**src/rtl/a_wb_ctrl.sv**
```systemverilog
// rtl/a_wb_ctrl.sv - A-register write-back controller: reservation scoreboard, two result buses, collision FIFO
// Optional result-to-unreserved-register check is enabled by defining A_WB_ERRCHK_EN.
module a_wb_ctrl #(
   parameter int WIDTH      = 24,
   parameter int LOGDEPTH   = 3,
   parameter int DEPTH      = 8,
   parameter int FIFO_DEPTH = 4
) (
   input  logic                clk,
   input  logic                rst,
   input  logic                i_rsv_en,
   input  logic [LOGDEPTH-1:0] i_rsv_addr,
   input  logic                i_fu0_vld,
   input  logic [LOGDEPTH-1:0] i_fu0_addr,
   input  logic [WIDTH-1:0]    i_fu0_data,
   input  logic                i_fu1_vld,
   input  logic [LOGDEPTH-1:0] i_fu1_addr,
   input  logic [WIDTH-1:0]    i_fu1_data,
   output logic                o_wr_en,
   output logic [LOGDEPTH-1:0] o_wr_addr,
   output logic [WIDTH-1:0]    o_wr_data,
   output logic [DEPTH-1:0]    o_busy,
   output logic                o_stall,
   output logic                o_ovf,
   output logic                o_err
);
   localparam int PW = $clog2(FIFO_DEPTH);
   localparam int CW = PW + 1;

   logic [LOGDEPTH-1:0] fa_q [FIFO_DEPTH];
   logic [WIDTH-1:0]    fd_q [FIFO_DEPTH];
   logic [PW-1:0]       rd_ptr_q, rd_ptr_d, wr_ptr_q, wr_ptr_d;
   logic [CW-1:0]       cnt_q, cnt_d, room;
   logic                wr_en_q, wr_en_d;
   logic [LOGDEPTH-1:0] wr_addr_q, wr_addr_d;
   logic [WIDTH-1:0]    wr_data_q, wr_data_d;
   logic [DEPTH-1:0]    busy_q, busy_d;
   logic                ovf_q, ovf_d;
   logic                pop, p0_vld, p1_vld, acc0, acc1;
   logic [LOGDEPTH-1:0] p0_addr, p1_addr;
   logic [WIDTH-1:0]    p0_data, p1_data;

   // p0/p1 are the incoming results left over after write selection, compacted in fu0-first order.
   always_comb begin
      pop       = (cnt_q != '0);
      wr_en_d   = 1'b0;
      wr_addr_d = wr_addr_q;
      wr_data_d = wr_data_q;
      p0_vld    = 1'b0;
      p0_addr   = i_fu0_addr;
      p0_data   = i_fu0_data;
      p1_vld    = 1'b0;
      p1_addr   = i_fu1_addr;
      p1_data   = i_fu1_data;
      if (pop) begin
         wr_en_d   = 1'b1;
         wr_addr_d = fa_q[rd_ptr_q];
         wr_data_d = fd_q[rd_ptr_q];
         if (i_fu0_vld) begin
            p0_vld = 1'b1;
            p1_vld = i_fu1_vld;
         end else begin
            p0_vld  = i_fu1_vld;
            p0_addr = i_fu1_addr;
            p0_data = i_fu1_data;
         end
      end else if (i_fu0_vld) begin
         wr_en_d   = 1'b1;
         wr_addr_d = i_fu0_addr;
         wr_data_d = i_fu0_data;
         p0_vld    = i_fu1_vld;
         p0_addr   = i_fu1_addr;
         p0_data   = i_fu1_data;
      end else if (i_fu1_vld) begin
         wr_en_d   = 1'b1;
         wr_addr_d = i_fu1_addr;
         wr_data_d = i_fu1_data;
      end

      // The head leaving on this edge frees its slot for an incoming push.
      room     = CW'(FIFO_DEPTH) - cnt_q + CW'(pop);
      acc0     = p0_vld && (room != '0);
      acc1     = p1_vld && (room >= CW'(2));
      ovf_d    = ovf_q | (p0_vld & ~acc0) | (p1_vld & ~acc1);
      cnt_d    = cnt_q - CW'(pop) + CW'(acc0) + CW'(acc1);
      rd_ptr_d = rd_ptr_q + PW'(pop);
      wr_ptr_d = wr_ptr_q + PW'(acc0) + PW'(acc1);

      busy_d = busy_q;
      if (wr_en_d) busy_d[wr_addr_d] = 1'b0;
      if (i_rsv_en) busy_d[i_rsv_addr] = 1'b1;
   end

   always_ff @(posedge clk or negedge rst) begin
      if (!rst) begin
         rd_ptr_q  <= '0;
         wr_ptr_q  <= '0;
         cnt_q     <= '0;
         wr_en_q   <= 1'b0;
         wr_addr_q <= '0;
         wr_data_q <= '0;
         busy_q    <= '0;
         ovf_q     <= 1'b0;
      end else begin
         rd_ptr_q  <= rd_ptr_d;
         wr_ptr_q  <= wr_ptr_d;
         cnt_q     <= cnt_d;
         wr_en_q   <= wr_en_d;
         wr_addr_q <= wr_addr_d;
         wr_data_q <= wr_data_d;
         busy_q    <= busy_d;
         ovf_q     <= ovf_d;
      end
   end

   // Storage needs no reset: the pointers and count define which entries are live.
   always_ff @(posedge clk) begin
      if (acc0) begin
         fa_q[wr_ptr_q] <= p0_addr;
         fd_q[wr_ptr_q] <= p0_data;
      end
      if (acc1) begin
         fa_q[wr_ptr_q + PW'(1)] <= p1_addr;
         fd_q[wr_ptr_q + PW'(1)] <= p1_data;
      end
   end

`ifdef A_WB_ERRCHK_EN
   logic err_q, err_d;

   always_comb begin
      err_d = err_q
            | (wr_en_d && !pop && !busy_q[wr_addr_d])
            | (acc0 && !busy_q[p0_addr])
            | (acc1 && !busy_q[p1_addr]);
   end

   always_ff @(posedge clk or negedge rst) begin
      if (!rst) err_q <= 1'b0;
      else      err_q <= err_d;
   end

   assign o_err = err_q;
`else
   assign o_err = 1'b0;
`endif

   assign o_wr_en   = wr_en_q;
   assign o_wr_addr = wr_addr_q;
   assign o_wr_data = wr_data_q;
   assign o_busy    = busy_q;
   assign o_ovf     = ovf_q;
   assign o_stall   = (cnt_q > CW'(FIFO_DEPTH - 2));
endmodule

```
**config.mk**
```make
export PLATFORM = sky130hd
export DESIGN_NAME = a_wb_ctrl
export DESIGN_NICKNAME = d
export VERILOG_FILES = /design/src/rtl/a_wb_ctrl.sv
export SDC_FILE = /design/constraint.sdc
export NUM_CORES = 1
export LEC_CHECK = 0
export ABC_AREA = 0
export CAP_MARGIN = 5
export CORE_ASPECT_RATIO = 0.8
export CORE_MARGIN = 5
export CORE_UTILIZATION = 51
export DETAILED_ROUTE_END_ITERATION = 12
export PLACE_DENSITY_LB_ADDON = 0.25
export SYNTH_ARGS = -nofsm -noshare
export SYNTH_HDL_FRONTEND = slang
export SYNTH_SLANG_ARGS = --single-unit
```
**constraint.sdc**
```tcl
create_clock -name clk -period 10.2 [get_ports clk]
set_clock_uncertainty 0.1 [all_clocks]
set_input_delay 1.53 -clock clk [delete_from_list [all_inputs] [get_ports clk]]
set_output_delay 1.53 -clock clk [all_outputs]
set_load 0.01 [all_outputs]
```
# Word level (Yosys, flattened, before mapping)

Memories as Yosys holds them, arrays and structs flattened.
Index checks and enable logic that the tools add are counted.

Add/subtract/negate cells: 9
Bitwise operators: 9
Reduce and logical (&&, ||, !) cells: 7
Magnitude comparators: 6
Mux-type cells: 29

Operators with widths:

| cell                                                               | count |
|---|---|
| two-way mux 24 bit                                                 | 6 |
| two-way mux 3 bit                                                  | 6 |
| two-way mux 8 bit                                                  | 2 |
| two-way mux 1 bit                                                  | 13 |
| adder 3 x 1 -> 3 bit                                               | 3 |
| nonzero test 3 bit                                                 | 3 |
| AND 8 bit                                                          | 1 |
| < comparator 3 x 4 -> 1 bit (second input constant)                | 2 |
| inverter 8 bit                                                     | 1 |
| bitwise OR 8 bit                                                   | 1 |
| adder 2 x 1 -> 2 bit                                               | 3 |
| demux 1 bit (select 3 bit)                                         | 2 |
| greater-or-equal comparator 3 x 1 -> 1 bit (second input constant) | 2 |
| logical AND 1 bit                                                  | 4 |
| greater-or-equal comparator 3 x 2 -> 1 bit (second input constant) | 1 |
| > comparator 3 x 2 -> 1 bit (second input constant)                | 1 |
| subtractor 3 x 1 -> 3 bit                                          | 1 |
| subtractor 3 bit (first input constant)                            | 1 |
| adder 2 x 1 -> 2 bit (second input constant)                       | 1 |
| AND 1 bit                                                          | 2 |
| inverter 1 bit                                                     | 2 |
| bitwise OR 1 bit                                                   | 2 |

Memories kept: 2
Flip-flop bits (word level): 44
Bits in writable memories: 108
Input bits: 62
Logic and storage cells: 70

Memories:

| name | depth | width | read ports | clocked after memory_dff | wr ports | line | text |
|---|---|---|---|---|---|---|---|
| fd_q | 4     | 24    | 1          | 0                        | 2        | 31   | `logic [WIDTH-1:0] fd_q [FIFO_DEPTH];` |
| fa_q | 4     | 3     | 1          | 0                        | 2        | 30   | `logic [LOGDEPTH-1:0] fa_q [FIFO_DEPTH];` |

# Logic depth before layout (Yosys ltp)

Depth after elaboration: 12
Mapped depth: 9

# Worst setup path before layout

OpenSTA, ideal clock, no wires.

Kind: in2reg
Start: input port i_fu1_vld
End: memory fa_q[2][0] (enable)
Stages on the path: 6
Required time: 9.651 ns
Slack: 5.605 ns
Data arrival time: 4.046 ns
Buffers on the path: 1
Path through: buf_2 > o31a_1 > o32ai_1 > inv_1 > nand2_1 > o21ai_0

RTL lines:

| what        | line | text |
|---|---|---|
| from (decl) | 16   | `input logic i_fu1_vld,` |
| to (decl)   | 30   |  |

==> flow_summary.ini <==
[route]
drt-total-wl_um = 17800
ant_nets = 0
firstDrtPassIters = 4
drc = 0
via_per_inst = 5.63
drt_iter0_markers = 317
detail_route.wl_per_cell_um = 20.3
vias = 4945

[clock_tree]
ctsHoldBuffers = 0
cts-root-buf = clkbuf_16
cts_max_level = 4
cts.sinks = 152
postCtsSetupBuffers = 0
clk_pin_slew_ns = 0.06
cts_resized = 0
insertion_delay_ns = 0.42
cts_buffers = 17
cts_buffer_depth = 2
cts_tree = yes

[grt]
grt_max_degree = 61
grt_first_pass_wirelength_um = 28800
gr-total-overflow = 0
grt_usage_pct = 20.8
grt_pass1_vias = 5274
antenna_found_initial = 0

[worst_setup_path]
cp_top_family = simple AND/OR/NAND/NOR gates
rrSetupSlack_ns = 6.54
setup.worst_path.end_class = register
crit_slowest_cell = clkdlybuf4s50_1
path_cells = clkdlybuf4s50_1, and2b_1, and3_1, mux2i_1, nor2b_4
path_buf_inv = 1
arrival_ns = 4.05
max_stage_delay_ns = 0.82
r2r_start = cnt_q[0]
rr_endpoint = cnt_q[2]
cp-start-kind = input port
r2r_cells = 7
crit_fanout = 27
required_ns = 10.14
critPathKind = in2reg

[yosys]
synthCells = 561
synth_nets = 629
ys_types = 56
synth_seq_cells = 152
synth_area_leader_cell = edfxtp_1
synth_mux_area_share_pct = 27.1
synth_top_area_share_pct = 40.4
syn_avg_cell_area_um2 = 14.3
yosys.area_share.adder_pct = 1.22
synth-simple-area-share_pct = 5.82
synthTopCellsByArea = edfxtp_1, dfrtp_1, mux2_2
synthXorXnorAreaFrac_pct = 0.437
synth-main-ff-cell = edfxtp_1
synth_edf_count = 108
synth_compound_area_share_pct = 7.52
synth.cell_area_um2 = 8020
synth_warnings = 0
synth_common_cells = edfxtp_1, mux2_2, dfrtp_1
synth_most_common_cell = edfxtp_1
synth_top_family_by_area = multiplexers
synth-seq-area-share_pct = 54.2
synth-async-reset-ratio_pct = 28.9

[power_and_ir_drop]
leakage_nw = 3.55
combPwrFrac_pct = 40.5
p_int_mw = 2.00
power_density_nw_per_um2 = 308
fin_total_pwr_mw = 2.99
switching_share_pct = 33.1
p_clk_share_pct = 21.2
net-switching-power_mw = 0.990
seqPwrFrac_pct = 38.3
ir_drop_mv = 0.187

[floorplan]
dieWidth_um = 150
ioPinCount = 101
die_area_um2 = 18400
start_util_pct = 51.4
core.rowCount = 41
core_um2 = 15600
dieHeight_um = 122

[hold_path]
min_from = o_wr_data[21]
holdCritPathClass = reg2reg
min_to = o_wr_data[21]
whs_path_depth = 2

[placed_design]
hpwlAfterDp_um = 10800
numPortBuffers = 99
gp_congestion = 0.898

[timing]
finalSetupTns_ns = 0
worst_slew_pin_slew_ns = 1.20
finalCritPeriodShare_pct = 40.3
hold_violations = 0
rsz0062_at_grt = false
setup_viol_count_final = 0
max_freq_mhz = 243
relSlewSlack_pct = 20.1
min_period_ns = 4.11
drv_slew = 0

[finish]
drive_gt1_share_pct = 28.2
syn_to_final_growth_pct = 21.0
antennaDiodeCount = 0
fillers = 1213
fin_nets = 718

[run_status]
status = completed

[flow_run]
maxCapViolCount = 0
## per-layer routing
layer  GRT usage [%]  part of all wire, %  routed length (µm)  up-vias
li1                -                    -                   -     2314
met1            28.0                   44                7910     2488
met2            34.0                   50                8840      129
met3            4.80                  5.0                 896       14
met4            5.94                 0.90                 160        0
met5               0                    0                   0        -
## final cells by class
cell class                      instances  area, µm²  share of cell area (%)
Sequential cell                       152       4350                    44.8
Multi-Input combinational cell        360       3420                    35.3
Timing Repair Buffer                  104       1020                    10.5
Clock buffer                           22        464                    4.78
Tap cell                              215        269                    2.77
Clock inverter                         10        125                    1.29
Inverter                               15       56.3                   0.580
## how the worst max path moves through the flow
stage                    from     endpoint  depth (start not counted)
global placement    i_fu0_vld  fd_q[2][16]                          5
CTS                 i_fu1_vld  fd_q[3][21]                          5
global route        i_fu1_vld  fd_q[3][21]                          5
detailed placement  i_fu1_vld  fd_q[3][16]                          5
finish              i_fu1_vld  fd_q[3][21]                          5
floorplan           i_fu1_vld   fa_q[2][0]                          6
## registers in the layout, summed over array words and instances (netlist names)
register,flops
fd_q,96
o_wr_data,24
fa_q,12
o_busy,8
cnt_q,3
o_wr_addr,3
rd_ptr_q,2
wr_ptr_q,2
o_ovf,1
o_wr_en,1
## through the flow
stage               setup slack (ns)  util, %  std cells  hold WS [ns]  cell area [µm²]
floorplan                       5.61        -        561         0.410             8020
global placement                5.75     58.4        846         0.362             9110
detailed placement              5.65     58.4        846         0.369             9110
CTS                             6.08     62.2        878         0.384             9700
global route                    5.94     62.2        878         0.402             9700
finish                          6.09     62.2        878         0.376             9700
## worst min-delay path, stage by stage (launching register included)
cell and delay, ns:
dfrtp_1 0.34, nand2_1 0.04, o21ai_0 0.06
## kinds of logic after synthesis
kind of cell               Yosys count
DFF                                152
and+or+nand+nor                     97
xor gates and xnor gates             4
AOI/OAI and AO/OA                   90
other                                1
buffers and inverters               49
adders and majority gates            6
muxes                              162
## cell usage in the layout, fill, tap and decap left out, types with 5 or more instances in the layout
master,n
nor2_1,26
o211ai_1,6
edfxtp_1,108
buf_4,5
nand2_1,38
mux2i_1,25
dfrtp_1,43
o21ai_0,34
inv_1,14
clkbuf_16,17
mux2_2,86
clkdlybuf4s50_1,97
mux4_2,27
nand3_1,5
mux2_4,20
a21oi_1,25
## power groups by stage
stage	combinational, mW	clock [mW]	sequential [mW]
2_1_floorplan	0.870	0	1.11
3_3_place_gp	1.20	0	1.14
3_5_place_dp	1.22	0	1.16
4_1_cts	1.22	0.641	1.15
5_1_grt	1.32	0.669	1.18
6_report	1.21	0.634	1.15
(Power assumes the default switching activity.)
